[src/rtl/bus_mux_reg_if.sv]
// Bus mux port bundle: the concatenated sources and enables going in, and the
// resolved bus value with its status coming out.
// The master modport belongs to the mux; the slave modport is for source/consumer blocks.
interface bus_mux_reg_if #(
    parameter int WIDTH = 32,
    parameter int NSRC  = 24
);
    localparam int SEL_W = $clog2(NSRC);

    logic [NSRC*WIDTH-1:0] src_data;
    logic [NSRC-1:0]       src_out;
    logic [WIDTH-1:0]      bus_out;
    logic                  bus_valid;
    logic [SEL_W-1:0]      sel_idx;
    logic                  conflict;
    logic [15:0]           conflict_count;

    modport master (
        input  src_data, src_out,
        output bus_out, bus_valid, sel_idx, conflict, conflict_count
    );

    modport slave (
        output src_data, src_out,
        input  bus_out, bus_valid, sel_idx, conflict, conflict_count
    );
endinterface

[src/rtl/bus_mux_reg.sv]
// Priority-select one of NSRC sources onto the shared bus, holding the last value when idle.
// Latency: 1 cycle with REG_OUT=1, 0 cycles (combinational) with REG_OUT=0.
// Backpressure: none; a transfer is accepted every cycle an enable is set.
// Optional feature macro: BUS_CONFLICT_CHECK_EN (multi-driver detection and counting).
module bus_mux_reg #(
    parameter int WIDTH   = 32,
    parameter int NSRC    = 24,
    parameter int REG_OUT = 1
) (
    input logic          clk,
    input logic          clear_n,
    bus_mux_reg_if.master bus
);
    localparam int SEL_W = $clog2(NSRC);

    logic             any_en;
    logic [SEL_W-1:0] win_idx;
    logic [WIDTH-1:0] win_dat;
    logic             conflict_now;
    logic [WIDTH-1:0] held;
    logic [SEL_W-1:0] sel_hold;
    logic [15:0]      conf_cnt;

    assign any_en = |bus.src_out;

    // Lowest-index enable wins; scanning downwards lets the lowest hit be the last write.
    always_comb begin
        win_idx = '0;
        win_dat = '0;
        for (int i = NSRC - 1; i >= 0; i--) begin
            if (bus.src_out[i]) begin
                win_idx = SEL_W'(i);
                win_dat = bus.src_data[i*WIDTH +: WIDTH];
            end
        end
    end

`ifdef BUS_CONFLICT_CHECK_EN
    // Two or more enables set: clearing the lowest set bit still leaves one behind.
    always_comb begin
        conflict_now = |(bus.src_out & (bus.src_out - NSRC'(1)));
    end

    // Saturating count of conflict cycles; only reset clears it.
    always_ff @(posedge clk) begin
        if (!clear_n) begin
            conf_cnt <= '0;
        end else if (conflict_now && (conf_cnt != 16'hFFFF)) begin
            conf_cnt <= conf_cnt + 16'd1;
        end
    end

`ifndef SYNTHESIS
    // Flag every multi-driver cycle in simulation.
    always_ff @(posedge clk) begin
        if (clear_n && conflict_now) begin
            $error("bus_mux_reg: multiple bus drivers, src_out=%h", bus.src_out);
        end
    end
`endif
`else
    assign conflict_now = 1'b0;
    assign conf_cnt     = 16'h0000;
`endif

    // Hold register and retained index: capture the winner on every transfer.
    always_ff @(posedge clk) begin
        if (!clear_n) begin
            held     <= '0;
            sel_hold <= '0;
        end else if (any_en) begin
            held     <= win_dat;
            sel_hold <= win_idx;
        end
    end

    generate
        if (REG_OUT != 0) begin : g_reg
            logic valid_q;
            logic conf_q;

            // Status flags registered alongside the data; held already tracks the bus value.
            always_ff @(posedge clk) begin
                if (!clear_n) begin
                    valid_q <= 1'b0;
                    conf_q  <= 1'b0;
                end else begin
                    valid_q <= any_en;
                    conf_q  <= conflict_now;
                end
            end

            assign bus.bus_out   = held;
            assign bus.sel_idx   = sel_hold;
            assign bus.bus_valid = valid_q;
            assign bus.conflict  = conf_q;
        end else begin : g_comb
            assign bus.bus_out   = any_en ? win_dat : held;
            assign bus.sel_idx   = any_en ? win_idx : sel_hold;
            assign bus.bus_valid = any_en;
            assign bus.conflict  = conflict_now;
        end
    endgenerate

    assign bus.conflict_count = conf_cnt;
endmodule

[src/flat_wrapper.sv]
// flat-port wrapper written by rule: the top's interface ports become plain ports
module bus_mux_reg_flat 
#(
    parameter int WIDTH   = 32,
    parameter int NSRC    = 24,
    parameter int REG_OUT = 1
)
  (clk, clear_n, bus_src_data, bus_src_out, bus_bus_out, bus_bus_valid, bus_sel_idx, bus_conflict, bus_conflict_count);
  bus_mux_reg_if #(.WIDTH(WIDTH), .NSRC(NSRC)) bus_i ();
  input logic clk;
  input logic clear_n;
  input wire logic [$bits(bus_i.src_data)-1:0] bus_src_data;
  input wire logic [$bits(bus_i.src_out)-1:0] bus_src_out;
  output wire logic [$bits(bus_i.bus_out)-1:0] bus_bus_out;
  output wire logic [$bits(bus_i.bus_valid)-1:0] bus_bus_valid;
  output wire logic [$bits(bus_i.sel_idx)-1:0] bus_sel_idx;
  output wire logic [$bits(bus_i.conflict)-1:0] bus_conflict;
  output wire logic [$bits(bus_i.conflict_count)-1:0] bus_conflict_count;
  assign bus_i.src_data = bus_src_data;
  assign bus_i.src_out = bus_src_out;
  assign bus_bus_out = bus_i.bus_out;
  assign bus_bus_valid = bus_i.bus_valid;
  assign bus_sel_idx = bus_i.sel_idx;
  assign bus_conflict = bus_i.conflict;
  assign bus_conflict_count = bus_i.conflict_count;
  bus_mux_reg #(.WIDTH(WIDTH), .NSRC(NSRC), .REG_OUT(REG_OUT)) u_core (.clk(clk), .clear_n(clear_n), .bus(bus_i));
endmodule
[config.mk]
export PLATFORM = sky130hd
export DESIGN_NAME = bus_mux_reg_flat
export DESIGN_NICKNAME = d
export VERILOG_FILES = /design/src/rtl/bus_mux_reg_if.sv /design/src/rtl/bus_mux_reg.sv /design/src/flat_wrapper.sv
export SDC_FILE = /design/constraint.sdc
export NUM_CORES = 1
export LEC_CHECK = 0
export BUFFER_PORTS_ARGS = -buffer_cell sky130_fd_sc_hd__clkbuf_2
export CORE_AREA = 5 5 327 329
export DETAILED_ROUTE_END_ITERATION = 6
export DIE_AREA = 0 0 332 334
export HOLD_SLACK_MARGIN = 0.05
export PLACE_DENSITY = 0.33
export SETUP_SLACK_MARGIN = 0.15
export SYNTH_ARGS = -nofsm -noshare
export SYNTH_HDL_FRONTEND = slang
export SYNTH_SLANG_ARGS = --single-unit
[constraint.sdc]
create_clock -name clk -period 2.3 [get_ports clk]
set_input_delay 0.115 -clock clk [delete_from_list [all_inputs] [get_ports clk]]
set_output_delay 0.115 -clock clk [all_outputs]
set_load 0.005 [all_outputs]
# [Word level (Yosys, flattened, before mapping)]
# Index checks and enable logic that the tools add are counted.
[word_totals] inputBits=794 ram_bits=0 ff_bits=38 latch_bits=0 memories=0 output_inout_bits=55 word_cells=52 rom_bits=0
[classes] n_reduce_logical=1 mul=0 n_div=0 eq_ne=0 add_sub_neg=0 magnitude_cmp=0 bitwise_logic=0 muxes=48 shifts=0
[op_table] operator="2-to-1 mux 32 bit" count=24
[op_table] operator="2-to-1 mux 5 bit" count=24
[op_table] operator="OR reduction 24 bit" count=1

# [Logic depth before layout (Yosys ltp)]
[depth] depth_word=24 depth_mapped=9 mapped_depth_nobuf=6

# [Worst setup path before layout]
# OpenSTA, ideal clock, no wires.
[synth_path] path_kind="input port to flip-flop" startpoint="in bus_src_out[22]" endpoint="reg u_core.held[10], in the netlist u_core.bus.bus_out[10]" path_buffers=2 required_ps=2183 t_arrival_ps=1613 setup_time_ps=117 cell_stages=8 setup_slack_ps=570 path_cell_list="buf_6 nor4_4 nand3_2 o31ai_4 buf_6 a211oi_1 a221o_1 a32o_1"
[synth_between] elab_chain_len=23
[synth_rtl] element="start: declaration" line_no="flat_wrapper.sv:13" rtl="input wire logic [$bits(bus_i.src_out)-1:0] bus_src_out;"
[synth_rtl] element="2-to-1 mux 32 bit (23 in a row)" line_no="bus_mux_reg.sv:31" rtl="if (bus.src_out[i]) begin"
[synth_rtl] element="end signal: assignment" line_no="bus_mux_reg.sv:72" rtl="held <= win_dat;"
[synth_rtl] element="end: declaration" line_no="bus_mux_reg.sv:20" rtl="logic [WIDTH-1:0] held;"
# Several ways; a longest one is shown, not always the timed one.
# A chain may end at the register's enable or synchronous reset.

# [Worst setup path after layout]
[layout_path] startpoint="in bus_src_out[20]" endpoint="reg u_core.held[3], in the netlist u_core.bus.bus_out[3]"
[layout_between] elab_chain_len=21
[layout_rtl] element="2-to-1 mux 32 bit (21 in a row)" line_no="bus_mux_reg.sv:31"
# Several ways; a longest one is shown, not always the timed one.

==> flow_summary.ini <==
[clock_tree]
h-tree-depth = 2
clkLatencyLatePin_ns = 0.32
cts_buffer_depth = 2
root_buffer = clkbuf_16
cts_hold_buf = 0
cts.sinks = 38
numCtsBuffers = 5
clkTransAtPathRegs_ns = 0.08
cts_tree = yes

[synthesis]
synth_edf_count = 0
ys_seq_area_share_pct = 10.5
yosysWarnings = 0
syn-mean-instance-area_um2 = 7.18
syn_area_mm2 = 0.00727
synthTopCellsByCount = 150 x a221oi_1, 92 x clkbuf_1, 69 x a21oi_1, 69 x o22ai_1, 58 x o21ai_0
synth_area_leaders = a221oi_1 18%, dfxtp_1 10%, o221ai_1 6.7%
yosysTopAreaCell = a221oi_1
ys_ff_latch = 38
syn_inst = 1013
synth.most_common_cell = a221oi_1
synth_top_area_share_pct = 18.1
synth_top_flop_cell = dfxtp_1
synth.distinct_cells = 60
async_flop_share_pct = 0

[drt]
vias = 13853
wirelength_um = 106000
wl_per_cell_um = 31.5
viasPerCell = 4.13
drt_iter0_drc = 978
drtAntennaViolNets = 0
drt_pass1_iterations = 7
drc = 9

[grt]
grtUsageMet2_pct = 32.1
grt_usage_pct = 17.9
gr-usage-met1_pct = 22.5
grt-ovfl-total = 0
grt-busiest-layer = met2
grt_pass1_wl_um = 135000
grt_max_degree = 48
antenna_found_initial = 31
grt_pass1_vias = 14579
use_met3_pct = 3.66

[power_and_ir_drop]
power_uw = 4260
leakagePower_uw = 0.00684
irDropWorstVdd_mv = 0.233
powerDensity_mw_per_mm2 = 281

[die]
start_util_pct = 7.05
die_x_um = 332
ios = 849
die-area_mm2 = 0.111
row_count = 118
core_mm2 = 0.103
die_h_um = 334

[min_path]
hold_depth = 3
hold_end = u_core.bus.bus_out[13]
min_from = bus_src_data[13]
worstHoldPathType = input pin to flip-flop

[timing]
slew-limit-headroom_pct = 30.4
fin_crit_sh_pct = 93.4
rsz0062_at_grt = yes
setup_slack_ns = 0.152
fin_skew_ns = 0
setup_viol = 0
min_period_ns = 2.15
worst_pin_slew_ns = 1.04
slew_viol_final = 0
hold_violations = 0
fmax_mhz = 466

[worst_setup_path]
r2r-end = u_core.bus.bus_out[22]
cp-end-kind = flip-flop
arrival_ns = 2.36
reg2reg_depth = 2
required_ns = 2.51
critPathLaunchType = input pin
rr_startpoint = u_core.bus.bus_out[22]
rrSetupSlack_ns = 1.09
critPathMaxFanout = 16
crit_start = bus_src_out[20]
crit_type = input pin to flip-flop

[cells_and_area]
stdcell_count = 3357
nets = 2762
area.growth.synth_to_final_pct = 109
drive_gt1_share_pct = 59.4

[placement]
place.gp.congestion = 0.914
portBuffers = 831
pre_cts_ws_ns = -0.932
dp.cells = 3335
dp_hpwl_um = 96000

[outcome]
failed_checks = DRC
run_status = complete, but fails checks

[job]
drv_cap = 0
[cell type report]
class	count	area, µm²
clock inverters	1	5.00
clock buffers	7	143
flip-flops and latches	38	761
fillers	12083	88000
multi-input cells	805	6090
well taps	1380	1730
inverters	36	136
diodes	8	20.0
repair buffers	1082	6310
[worst max-delay path: stages]
cell and delay [ns]:
clkbuf_2 0.14, nand2b_1 0.22, buf_4 0.24, o221ai_1 0.29, o21ai_1 0.17, buf_4 0.18
a221oi_4 0.32, buf_4 0.17, o21ai_1 0.17, a32o_1 0.32
[how the worst max path moves through the flow]
stage | to | slack (ns) | depth (start not counted)
global route | u_core.bus.bus_out[3] | 0.12 | 11
detailed placement | u_core.bus.bus_out[3] | -0.93 | 10
floorplan | u_core.bus.bus_out[10] | 0.57 | 8
CTS | u_core.bus.bus_out[3] | -0.0008 | 10
finish | u_core.bus.bus_out[3] | 0.15 | 10
global placement | u_core.bus.bus_out[3] | -0.90 | 10
[state kept, by name (all words and copies together) (netlist names)]
register	count
u_core.bus.sel_idx	5
u_core.bus.bus_valid	1
u_core.bus.bus_out	32
[stage by stage]
step	setup TNS, ns	utilization [%]	instance area [µm²]	hold WS, ns
after global placement	-9.95	14.2	14600	0.425
final	0	14.7	15200	0.129
after global routing	0	14.7	15200	0.121
after floorplan	0	-	7330	0.263
after CTS	-0.000811	14.6	15000	0.0922
after detailed placement	-10.16	14.2	14600	0.450
[logic make-up after synthesis]
group / synth area share, %
buf+inv: 11.3
other cells: 0.0516
flops: 10.5
compound gates: 65.9
simple gates: 12.3
[power breakdown]
| part | switching, µW | internal, µW | total (µW) |
|---|---|---|---|
| sequential | 37.3 | 707 | 744 |
| clock | 384 | 434 | 818 |
| combinational | 1510 | 1190 | 2700 |
| total | 1930 | 2330 | 4260 |
[per-layer routing]
metal	vias to the layer above	part of all wire, %
li1	6269	-
met1	6784	42
met2	703	50
met3	75	6.4
met4	22	1.7
met5	-	0.15
[repair_timing]
action,CTS,global route
pin swaps,7,4
gates resized for setup,43,28
buffers inserted,5,0
endpoints found under the setup margin,17,28
cloned,1,0
[cells in the final DEF, fill, tap and decap left out, drive strengths merged, types with 3 or more instances in the layout]
master     n
nor2b     12
nand4      8
conb      17
a221o     45
nor3      16
o21ai     66
nand2b    21
inv       32
clkinv     5
a221oi   150
o311ai     5
a31oi      3
o221a     13
a22oi     10
nand2     40
a311oi     3
o22ai     69
a2111oi    6
diode      8
nor4       4
a21o       8
buf      251
nor2      48
clkbuf   837
o2111ai    8
o31a       8
or2       10
a211oi    16
a21oi     69
a32o      19
a211o     16
o211ai     5
dfxtp     38
a222oi    13
nand3     14
o221ai    56
o2111a    12
Power figures use the tool's default switching activity.
